`src/rtl/alu_seq_pkg.sv`:
```
// rtl/alu_seq_pkg.sv - shared encodings for the ALU sequential issuer
package alu_seq_pkg;

    typedef enum logic [1:0] {
        OP_AND = 2'b00,
        OP_OR  = 2'b01,
        OP_XOR = 2'b10,
        OP_ADD = 2'b11
    } aluOp_t;

    typedef enum logic [1:0] {
        IDLE = 2'b00,
        EXEC = 2'b01,
        RESP = 2'b10
    } issState_t;

    localparam int CMD_WIDTH       = 13;
    localparam int CMD_OP_LSB      = 11;
    localparam int CMD_DST_LSB     = 9;
    localparam int CMD_RA_LSB      = 7;
    localparam int CMD_RB_LSB      = 5;
    localparam int CMD_USE_IMM_BIT = 4;
    localparam int CMD_IMM_LSB     = 0;

endpackage

```
`src/rtl/ALU1.sv`:
```
// rtl/ALU1.sv - 4-bit combinational ALU (AND/OR/XOR/ADD)
module ALU1 (
    input  logic [3:0] inA,
    input  logic [3:0] inB,
    input  logic [1:0] op,
    output logic [3:0] ans
);

    // Pure combinational operation select; ADD drops the carry-out.
    always_comb begin
        ans = 4'h0;
        case (op)
            2'b00:   ans = inA & inB;
            2'b01:   ans = inA | inB;
            2'b10:   ans = inA ^ inB;
            default: ans = inA + inB;
        endcase
    end

endmodule

```
`src/rtl/alu_seq_issuer.sv`:
```
// rtl/alu_seq_issuer.sv - command-driven issuer for ALU1; optional res_carry via ALU_SEQ_CARRY_EN
module alu_seq_issuer
    import alu_seq_pkg::*;
(
    input  logic                 clk,
    input  logic                 reset,
    input  logic                 cmd_valid,
    output logic                 cmd_ready,
    input  logic [CMD_WIDTH-1:0] cmd,
    output logic                 res_valid,
    input  logic                 res_ready,
    output logic [3:0]           res_data,
    output logic [1:0]           res_dst,
    output logic [7:0]           op_count
`ifdef ALU_SEQ_CARRY_EN
    ,
    output logic                 res_carry
`endif
);

    issState_t       state, nextState;
    logic [3:0][3:0] regFile;
    aluOp_t          capOp;
    logic [1:0]      capDst;
    logic [3:0]      capA, capB;
    logic [3:0]      aluAns;
    logic [1:0]      cmdRa, cmdRb;
    logic [3:0]      opA, opB;
    logic            acceptCmd, retireRes;

    // regFile[0] is never written, so reading index 0 yields zero for free.
    assign cmdRa     = cmd[CMD_RA_LSB +: 2];
    assign cmdRb     = cmd[CMD_RB_LSB +: 2];
    assign opA       = regFile[cmdRa];
    assign opB       = cmd[CMD_USE_IMM_BIT] ? cmd[CMD_IMM_LSB +: 4] : regFile[cmdRb];
    assign acceptCmd = (state == IDLE) && cmd_valid;
    assign retireRes = (state == RESP) && res_ready;

    ALU1 uAlu (
        .inA (capA),
        .inB (capB),
        .op  (capOp),
        .ans (aluAns)
    );

    // Next-state and handshake outputs decoded from the registered state only.
    always_comb begin
        nextState = state;
        cmd_ready = 1'b0;
        res_valid = 1'b0;
        case (state)
            IDLE: begin
                cmd_ready = 1'b1;
                if (cmd_valid) nextState = EXEC;
            end
            EXEC: nextState = RESP;
            RESP: begin
                res_valid = 1'b1;
                if (res_ready) nextState = IDLE;
            end
            default: nextState = IDLE;
        endcase
    end

    // State register.
    always_ff @(posedge clk or negedge reset) begin
        if (!reset) state <= IDLE;
        else        state <= nextState;
    end

    // Operand capture at accept, writeback/result load in EXEC, count on retire.
    always_ff @(posedge clk or negedge reset) begin
        if (!reset) begin
            capOp    <= OP_AND;
            capDst   <= 2'd0;
            capA     <= 4'h0;
            capB     <= 4'h0;
            regFile  <= '0;
            res_data <= 4'h0;
            res_dst  <= 2'd0;
            op_count <= 8'd0;
        end else begin
            if (acceptCmd) begin
                capOp  <= aluOp_t'(cmd[CMD_OP_LSB +: 2]);
                capDst <= cmd[CMD_DST_LSB +: 2];
                capA   <= opA;
                capB   <= opB;
            end
            if (state == EXEC) begin
                if (capDst != 2'd0) regFile[capDst] <= aluAns;
                res_data <= aluAns;
                res_dst  <= capDst;
            end
            if (retireRes) op_count <= op_count + 8'd1;
        end
    end

`ifdef ALU_SEQ_CARRY_EN
    logic [4:0] sum5;
    assign sum5 = {1'b0, capA} + {1'b0, capB};

    // Carry-out of ADD, loaded and held alongside res_data.
    always_ff @(posedge clk or negedge reset) begin
        if (!reset)              res_carry <= 1'b0;
        else if (state == EXEC)  res_carry <= (capOp == OP_ADD) && sum5[4];
    end
`endif

endmodule
```
`config.mk`:
```
export PLATFORM = sky130hd
export DESIGN_NAME = alu_seq_issuer
export DESIGN_NICKNAME = d
export VERILOG_FILES = /design/src/rtl/alu_seq_pkg.sv /design/src/rtl/ALU1.sv /design/src/rtl/alu_seq_issuer.sv
export SDC_FILE = /design/constraint.sdc
export NUM_CORES = 1
export LEC_CHECK = 0
export BUFFER_PORTS_ARGS = -buffer_cell sky130_fd_sc_hd__clkbuf_2
export CAP_MARGIN = 20
export CELL_PAD_IN_SITES_DETAIL_PLACEMENT = 1
export CELL_PAD_IN_SITES_GLOBAL_PLACEMENT = 1
export CORE_UTILIZATION = 48
export CTS_BUF_LIST = sky130_fd_sc_hd__clkbuf_8
export DETAILED_ROUTE_END_ITERATION = 7
export PLACE_DENSITY_LB_ADDON = 0.1
export SYNTH_ARGS = -nofsm -noshare
export SYNTH_HDL_FRONTEND = slang
export SYNTH_HIERARCHICAL = 1
export SYNTH_SLANG_ARGS = --single-unit
```
`constraint.sdc`:
```
create_clock -name clk -period 2.3 [get_ports clk]
set_input_delay 0.115 -clock clk [delete_from_list [all_inputs] [get_ports clk]]
set_output_delay 0.115 -clock clk [all_outputs]
set_load 0.02 [all_outputs]
```
==> run metrics <==
clk slew on worst S/H paths 80 ps; Crit Path Category reg2reg; Rows 24; Netlist cell types 31; number of flops mapped to enable cells by yosys 0; Area contributors post-synth dfrtp_1 (50%), mux2_2 (13%), mux4_2 (8.1%), ha_1 (5.6%), mux2i_1 (2.7%); hold crit path type in2reg; CTS resizes 0; Yosys top cell area share 49.69%; initial antenna violation count 0; Max Slew Vio Count 0; Nets 233; RSZ-0062 raised after global routing false; maxcap violations 0; register area 1101 um2; WL final 4604 um; share of cells above drive strength 1 38.65%; CTS buffer count 5; Vert. Die Dim 69.95 um; commonest cells in the netlist dfrtp_1 (44), mux2_2 (26), nand2_1 (13); top_reg_cell synth dfrtp_1; largest area contributor in the netlist dfrtp_1; Avg Inst Size Synth 12.88 um2; Synth Register Bits 44; CTS Buffer Depth 2; Final setup viols 0; Clock Latency Late Sink 290 ps; area of the multi-input gates 1026 um2; Syn Nets 199; vias per cell 5.514; Synth Cell Area 2216 um2; CTS Root Cell clkbuf_8; Hold WS 50.49 ps; Slew Limit Headroom 55.03%; async set-reset flop share out of synthesis 100.0%; drt first pass iters 4; die area 4892 um2; Finished Cell Area 2534 um2; first-pass GRT wire length 7935 um; status finished, final reports clean; Remaining DRCs 0; gpl congestion 0.8197; area grow syn2layout 14.34%; Tot Pwr 0.003416 W; GRT Total Usage 21.05%; Final Hold Fails 0; clock sinks 44; crit-path max FO 4; crit start category flop; count leader, synth dfrtp_1; crit path time final 1790 ps; Post-CTS Setup Inserts 0; Inserted Diodes 0; pin count of the biggest net entering global routing 45; Vias 1,428; WL/cell 17.78 um; Die X-Extent 69.95 um; # port buffers 32; fmax 558.6 MHz; drt initial violations 70; Leakage 1.221 nW; Critical Path RT 2540 ps; cell count after synthesis 172; fin crit share 77.83%; Starting Density 50.54%; clock skew 4.569 ps; vias in the first global route 1,575; maximum VDD drop 0.6431 mV; worst path arrival time 2030 ps; total gr overflow 0; register area share after synthesis 49.69%; setup TNS 0 ps; Post-Route Utilization 57.79%; fillcell total 473; Core Region 4384 um2; area post-placement 2412 um2; Synth warnings 6; H-tree depth 2; post-route ant nets 0; pwr dens 1348 nW/um2; Ports 33; Worst-Margin Slew 673.9 ps; HPWL Detailed 3450 um; Worst Setup End Kind flop; CTS tree done
## metrics by stage
stage	worst slack, ps	cells
after floorplan	698.6	172
after global placement	571.8	250
after detailed placement	515.9	250
after CTS	499.3	259
after global routing	371.0	259
final	509.8	259
## worst paths after layout
kind,startpoint,to,slack [ps],depth (start not counted)
max reg2reg,capA[1],res_data[3],510,6
min in group asynchronous,reset,capA[3],450,3
max,capA[1],res_data[3],510,6
min reg2reg,regFile[3],regFile[3],400,0
max in group asynchronous,reset,op_count[3],1460,3
min,cmd[12],capOp[1],50,2
## layout make-up
cell class                      instances  share of cell area, %
Clock buffer                            5                  2.716
Clock inverter                          3                  1.679
Inverter                               10                  1.481
Multi-Input combinational cell        109                  40.49
Sequential cell                        44                  43.46
Tap cell                               52                  2.568
Timing Repair Buffer                   36                  7.605
## report_power, final
part / switching (W) / internal, W
logic: 0.000727 / 0.000690
registers: 0.000329 / 0.00108
clock network: 0.000264 / 0.000321
## cells by family (layout without fill, tap and decap cells)
| logic type | after synthesis | count (layout) | synth area share, % |
|---|---|---|---|
| AOI/OAI and AO/OA | 15 | 15 | 4.122 |
| and+or+nand+nor | 36 | 36 | 9.317 |
| buffers and inverters | 19 | 54 | 4.009 |
| DFF | 44 | 44 | 49.69 |
| adders and majority gates | 10 | 10 | 5.647 |
| xor gates and xnor gates | 8 | 8 | 3.162 |
| muxes | 40 | 40 | 24.05 |
## routing by layer
metal	wire length, um	GRT usage [%]	vias to the layer above
li1	-	-	667
met1	2044	28.45	730
met2	2399	34.72	26
met3	125	4.762	5
met4	35	4.889	0
met5	0	0	-
## flip-flops by register name, summed over array words and instances, names as in the netlist
signal / count
res_data: 4
capB: 4
op_count: 8
capOp: 2
capA: 4
state: 2
capDst: 2
regFile: 16
res_dst: 2
## worst max-delay path: stages (launching register included)
cell and delay, ps:
dfrtp_1 370, inv_1 60, ha_1 330, a211oi_1 100, or4b_1 520, o211ai_2 140
mux2_2 210
## what timing repair did
action                     CTS  global route
hold endpoints to repair    44             0
setup endpoints to repair    0             0
hold buffers                 1             0
## cells in the final DEF (no fill, tap or decap), drive strengths merged, types with 2 or more instances in the layout
cell type  synthesis  routed
nand2             13      13
nor2               9       9
buf                5       3
inv               10      10
mux2              26      26
a21oi              5       5
o211ai             2       2
dfrtp             44      44
xor2               6       6
nand4b             2       2
nor3b              2       2
nand2b             2       2
nor3               2       2
mux4               8       8
ha                10      10
o21ai              6       6
mux2i              6       6
xnor2              2       2
clkbuf             4      37
Power figures use the tool's default switching activity.
